`config.mk`:
```
export PLATFORM = sky130hd
export DESIGN_NAME = fft_out_reorder
export DESIGN_NICKNAME = d
export VERILOG_FILES = /design/src/rtl/fft_out_reorder.sv
export SDC_FILE = /design/constraint.sdc
export NUM_CORES = 1
export LEC_CHECK = 0
export ABC_CLOCK_PERIOD_IN_PS = 11100
export BUFFER_PORTS_ARGS = -buffer_cell sky130_fd_sc_hd__buf_2
export CAP_MARGIN = 20
export CELL_PAD_IN_SITES_DETAIL_PLACEMENT = 2
export CELL_PAD_IN_SITES_GLOBAL_PLACEMENT = 2
export CORE_UTILIZATION = 45
export CTS_CLUSTER_DIAMETER = 80
export CTS_CLUSTER_SIZE = 30
export DETAILED_ROUTE_END_ITERATION = 6
export PLACE_DENSITY = 0.8
export SETUP_SLACK_MARGIN = 0.4
export SLEW_MARGIN = 0
export SYNTH_ARGS = -nofsm -noshare
export SYNTH_HDL_FRONTEND = slang
export SYNTH_SLANG_ARGS = --single-unit
```
`constraint.sdc`:
```
create_clock -name clk -period 11.1 [get_ports clk]
set_clock_uncertainty 0.1 [all_clocks]
set_input_delay 1.11 -clock clk [delete_from_list [all_inputs] [get_ports clk]]
set_output_delay 1.11 -clock clk [all_outputs]
set_load 0.01 [all_outputs]
```
`src/rtl/fft_out_reorder.sv`:
```
// fft_out_reorder
// Turns the bit-reversed sample stream of a serial FFT back into natural order.
// Two ping-pong banks of FRAME_LEN entries are used. Each incoming sample k is
// written to address bitrev(k) of the write bank, and the read side drains a
// FULL bank in ascending address order. Samples pass through unchanged.
//
// Parameters
//   DATA_W    sample width, {real[DATA_W-1:DATA_W/2], imag[DATA_W/2-1:0]}
//   FRAME_LEN points per frame, power of two in 2..64
// Ports
//   clk        rising-edge clock
//   rst_n      asynchronous active-low reset
//   data_in    bit-reversed input sample, qualified by in_valid
//   in_valid   input sample valid
//   in_ready   registered: current write bank is EMPTY
//   data_out   natural-order sample, 0 when out_valid is low
//   out_valid  current read bank is FULL
//   out_ready  downstream accepts data_out
//   out_last   marks natural index FRAME_LEN-1
//   err_drop   sticky flag: sample offered while in_ready was low
// Configuration
//   FFT_REORDER_ERR_EN  when defined, err_drop detection is built; otherwise
//                       err_drop is tied low.
module fft_out_reorder #(
    parameter int DATA_W    = 34,
    parameter int FRAME_LEN = 8
) (
    input  logic              clk,
    input  logic              rst_n,
    input  logic [DATA_W-1:0] data_in,
    input  logic              in_valid,
    output logic              in_ready,
    output logic [DATA_W-1:0] data_out,
    output logic              out_valid,
    input  logic              out_ready,
    output logic              out_last,
    output logic              err_drop
);

    localparam int             AW       = $clog2(FRAME_LEN);
    localparam logic [AW-1:0]  LAST_IDX = AW'(FRAME_LEN - 1);
    localparam logic [AW-1:0]  ONE_IDX  = AW'(1);

    // Mirror the index bits: MSB becomes LSB.
    function automatic logic [AW-1:0] bit_rev(input logic [AW-1:0] idx);
        logic [AW-1:0] rev;
        rev = {AW{1'b0}};
        for (int i = 0; i < AW; i++) begin
            rev[i] = idx[AW-1-i];
        end
        return rev;
    endfunction

    // Bank storage, addressed as {bank, entry}.
    logic [DATA_W-1:0] mem_r [0:2*FRAME_LEN-1];

    logic [1:0]        full_r;
    logic              wr_bank_r;
    logic              rd_bank_r;
    logic [AW-1:0]     wr_cnt_r;
    logic [AW-1:0]     rd_idx_r;
    logic              in_ready_r;
    logic              out_valid_r;
    logic              out_last_r;
    logic [DATA_W-1:0] data_out_r;

    logic              in_xfer_s;
    logic              out_xfer_s;
    logic              wr_done_s;
    logic              rd_done_s;
    logic [1:0]        wr_set_s;
    logic [1:0]        rd_clr_s;
    logic [1:0]        full_nxt_s;
    logic              wr_bank_nxt_s;
    logic              rd_bank_nxt_s;
    logic [AW-1:0]     wr_cnt_nxt_s;
    logic [AW-1:0]     rd_idx_nxt_s;
    logic [AW:0]       wr_addr_s;
    logic [AW:0]       rd_addr_s;
    logic              in_ready_nxt_s;
    logic              out_valid_nxt_s;
    logic              out_last_nxt_s;
    logic [DATA_W-1:0] data_out_nxt_s;

    // Next-state computation; every output is precomputed so it can be registered.
    always_comb begin
        in_xfer_s  = in_valid & in_ready_r;
        out_xfer_s = out_valid_r & out_ready;
        wr_done_s  = in_xfer_s & (wr_cnt_r == LAST_IDX);
        rd_done_s  = out_xfer_s & out_last_r;

        // Writes only target an EMPTY bank and reads only a FULL one, so the
        // set and clear masks never hit the same bank on one edge.
        wr_set_s   = {wr_done_s & wr_bank_r, wr_done_s & ~wr_bank_r};
        rd_clr_s   = {rd_done_s & rd_bank_r, rd_done_s & ~rd_bank_r};
        full_nxt_s = (full_r | wr_set_s) & ~rd_clr_s;

        wr_bank_nxt_s = wr_bank_r ^ wr_done_s;
        rd_bank_nxt_s = rd_bank_r ^ rd_done_s;

        if (wr_done_s) begin
            wr_cnt_nxt_s = {AW{1'b0}};
        end else if (in_xfer_s) begin
            wr_cnt_nxt_s = wr_cnt_r + ONE_IDX;
        end else begin
            wr_cnt_nxt_s = wr_cnt_r;
        end

        if (rd_done_s) begin
            rd_idx_nxt_s = {AW{1'b0}};
        end else if (out_xfer_s) begin
            rd_idx_nxt_s = rd_idx_r + ONE_IDX;
        end else begin
            rd_idx_nxt_s = rd_idx_r;
        end

        wr_addr_s       = {wr_bank_r, bit_rev(wr_cnt_r)};
        rd_addr_s       = {rd_bank_nxt_s, rd_idx_nxt_s};
        in_ready_nxt_s  = ~full_nxt_s[wr_bank_nxt_s];
        out_valid_nxt_s = full_nxt_s[rd_bank_nxt_s];
        out_last_nxt_s  = out_valid_nxt_s & (rd_idx_nxt_s == LAST_IDX);

        // Forward the incoming sample when it lands on the entry read next,
        // since the memory still holds the old value during this cycle.
        if (!out_valid_nxt_s) begin
            data_out_nxt_s = {DATA_W{1'b0}};
        end else if (in_xfer_s && (wr_addr_s == rd_addr_s)) begin
            data_out_nxt_s = data_in;
        end else begin
            data_out_nxt_s = mem_r[rd_addr_s];
        end
    end

    // Sample storage; contents are not reset, stale data is never presented.
    always_ff @(posedge clk) begin
        if (in_xfer_s) begin
            mem_r[wr_addr_s] <= data_in;
        end
    end

    // Control state and registered outputs.
    always_ff @(posedge clk or negedge rst_n) begin
        if (!rst_n) begin
            full_r      <= 2'b00;
            wr_bank_r   <= 1'b0;
            rd_bank_r   <= 1'b0;
            wr_cnt_r    <= {AW{1'b0}};
            rd_idx_r    <= {AW{1'b0}};
            in_ready_r  <= 1'b0;
            out_valid_r <= 1'b0;
            out_last_r  <= 1'b0;
            data_out_r  <= {DATA_W{1'b0}};
        end else begin
            full_r      <= full_nxt_s;
            wr_bank_r   <= wr_bank_nxt_s;
            rd_bank_r   <= rd_bank_nxt_s;
            wr_cnt_r    <= wr_cnt_nxt_s;
            rd_idx_r    <= rd_idx_nxt_s;
            in_ready_r  <= in_ready_nxt_s;
            out_valid_r <= out_valid_nxt_s;
            out_last_r  <= out_last_nxt_s;
            data_out_r  <= data_out_nxt_s;
        end
    end

`ifdef FFT_REORDER_ERR_EN
    logic err_drop_r;

    // Sticky overflow flag, cleared only by reset.
    always_ff @(posedge clk or negedge rst_n) begin
        if (!rst_n) begin
            err_drop_r <= 1'b0;
        end else if (in_valid && !in_ready_r) begin
            err_drop_r <= 1'b1;
        end else begin
            err_drop_r <= err_drop_r;
        end
    end

    assign err_drop = err_drop_r;
`else
    assign err_drop = 1'b0;
`endif

    assign in_ready  = in_ready_r;
    assign out_valid = out_valid_r;
    assign out_last  = out_last_r;
    assign data_out  = data_out_r;

endmodule

```
==> results.md <==
* LEAKAGE at 9.39 nW
* Peak VDD IR at between 0.2 and 0.25 mV
* Pwr dens at approximately 250 mW/mm2
* Most frequent cells in the layout: 544 x edfxtp_1, 272 x mux2i_1, 94 x o21ai_0
* IO buf count at 74
* RSZ-0062 raised after global routing: false
* Vias at 14500
* CTS HTree Levels at 1
* Core ar. at 0.0530 mm2
* Worst reg2reg path depth at 8
* Overflow after GRT at 0
* Layout cells sized above 1 at approximately an eighth
* Nets at 1604
* Endpoints failing setup at 0
* First-pass DRT Iterations at 5
* Worst Path Arrival at just over 5 ns
* Clk Latency, worst-skew pair at 0.64 ns
* # Post-CTS Setup Buffers at 0
* Clock transition at path regs at 0.11 ns
* GR Util All Layers at between 20% and 30%
* Mapped Cells at 1531
* Seq/Total Area, Yosys at 72.1%
* Vias in the first global route at about 16000
* Fmax achieved at 215 MHz
* Per-cell routed wire length at around 32 um
* Die width at 234 um
* Flop2flop setup slack at 6.59 ns
* Placed cells at 2215
* Largest net degree at the start of global routing at 102
* Worst Hold Class: reg2reg
* Routed WL at 73.0 mm
* WP data required at ~12 ns
* Worst setup path end: data_out[28]
* CTS root buf: clkbuf_16
* Clk sinks at 591
* Setup Crit Path Kind: in2reg
* Worst setup SP type: primary input
* Setup TNS at 0 ns
* RR Endpoint: data_out[28]
* DP Area at 0.0253 mm2
* I/O Pins at 76
* DP HPWL at 39.3 mm
* Post-CTS Hold Buffers at 0
* Yosys Warn Count at 0
* Synth unique cells at 44
* Syn Std Cell Area at 0.0243 mm2
* Die Footprint at 0.0549 mm2
* Tcrit/Tclk final at about two fifths
* DR vias/cell at roughly 6.4
* Synth area leaders: edfxtp_1 67%, mux2i_1 11%, dfrtp_1 4.8%
* Mapped Nets at 1576
* CP max FO at between 100 and 150
* First-pass GRT wire length at 108 mm
* DRC at 0
* CTS max path bufs at 3
* Worst setup EP type: flop
* Share of flip-flops with an asynchronous set or reset at 7.95%
* Worst setup startpoint: out_ready
* Least-Margin Pin Slew at 1.17 ns
* Final Hold Vio Count at 0
* Antenna Nets Post-Route at 0
* Diodes inserted at 0
* Most common cell after layout, fill and taps aside: edfxtp_1
* Maxcap violations at 0
* Total CTS buffers at 29
* Final Max Slew Viols at 0
* CTS tree: done
* Min cycle time layout at about 4.6 ns
* Yosys top cell area share at 67.3%
* Post-CTS Resized at 0
* Gpl congestion at 0.703
* DR iter-0 viols at 1286
* Post-synth EDFFs at 544
* Primary FF master, synth: edfxtp_1
* Final instance area at 0.0264 mm2
* Avg Inst Size Synth at 15.9 um2
* Cell taking the most area after synthesis: edfxtp_1
* Area grow syn2layout at 8.62%
* Non-Filler Instances at approximately 2300
* Die height at 234 um
* Worst r2r src: out_valid
* Num rows at 84
* Starting density of the core at a little under half
* #FFs+latches synth at 591
* Initial antenna violation count at 0
* Worst slew margin at 21.9%
* Run status: complete, no violations
-- state kept, by name, indices dropped and copies added, names as in the netlist, 2 cells and up --
| signal | count |
|---|---|
| rd_idx_r | 3 |
| full_r | 2 |
| data_out | 34 |
| mem_r | 544 |
| wr_cnt_r | 3 |
-- cell usage after synthesis (all sizes together) (2+ instances only) --
| library cell | number |
|---|---|
| a21oi | 3 |
| buf | 47 |
| edfxtp | 544 |
| inv | 8 |
| nor3 | 5 |
| xnor2 | 3 |
| a21o | 36 |
| nor2 | 89 |
| a221oi | 34 |
| ha | 7 |
| o221ai | 68 |
| mux2 | 2 |
| a31oi | 34 |
| mux2i | 272 |
| nand3 | 34 |
| a22oi | 68 |
| o21ai | 104 |
| dfrtp | 47 |
| and3 | 3 |
| nand2b | 4 |
| nand2 | 43 |
| clkbuf | 66 |
-- per-layer routing --
metal,GRT usage [%],routed length [um]
met1,35.1,29700
met2,46.6,37200
met3,3.14,3730
met4,9.21,2330
met5,0,0
-- worst max-delay path, stage by stage --
cell and delay, ns:
buf_2 0.16, and3b_2 0.19, buf_4 0.67, mux2_8 0.97, buf_4 0.93, mux2i_1 0.19, a221oi_1 0.39, nand2_1 0.11
a31oi_1 0.23
-- final cells by class --
| type | count | area [um2] |
|---|---|---|
| fillers | 4801 | 26600 |
| flip-flops and latches | 591 | 17500 |
| clock buffers | 33 | 751 |
| well taps | 688 | 861 |
| clock inverters | 20 | 255 |
| repair buffers | 110 | 653 |
| multi-input cells | 819 | 6310 |
| inverters | 8 | 31.3 |
-- worst min path at each step --
stage                   start         to  cells after the start
floorplan           full_r[1]  full_r[1]                      2
global placement    full_r[1]  full_r[1]                      2
detailed placement  full_r[1]  full_r[1]                      2
CTS                 full_r[1]  full_r[1]                      2
global route        full_r[1]  full_r[1]                      2
finish              full_r[1]  full_r[1]                      2
-- metrics by stage --
step / setup slack [ns] / utilization (%) / power [mW] / hold WS (ns)
final: 6.46 / 49.8 / 6.55 / 0.476
after global routing: 6.25 / 49.8 / 6.79 / 0.517
after CTS: 6.40 / 49.8 / 6.57 / 0.491
after detailed placement: 5.74 / 47.9 / 5.20 / 0.465
after global placement: 5.97 / 47.9 / 5.02 / 0.434
after floorplan: 6.56 / - / 4.41 / 0.361
-- cells by family after synthesis --
logic type	count (synthesis)	share of synthesized area [%]
xor gates and xnor gates	3	0.139
AOI/OAI and AO/OA	349	10.1
adders and majority gates	7	0.361
other	1	0.0154
muxes	274	11.3
DFF	591	72.1
buffers and inverters	121	2.62
and+or+nand+nor	185	3.29
-- power by group --
| group | leakage [nW] | switching (mW) | internal (mW) |
|---|---|---|---|
| sequential | 5.51 | 0.109 | 2.67 |
| combinational | 3.39 | 1.64 | 0.788 |
| clock | 0.489 | 0.787 | 0.551 |
| total | 9.39 | 2.54 | 4.01 |
No activity file was read; power rests on OpenSTA's default activity.
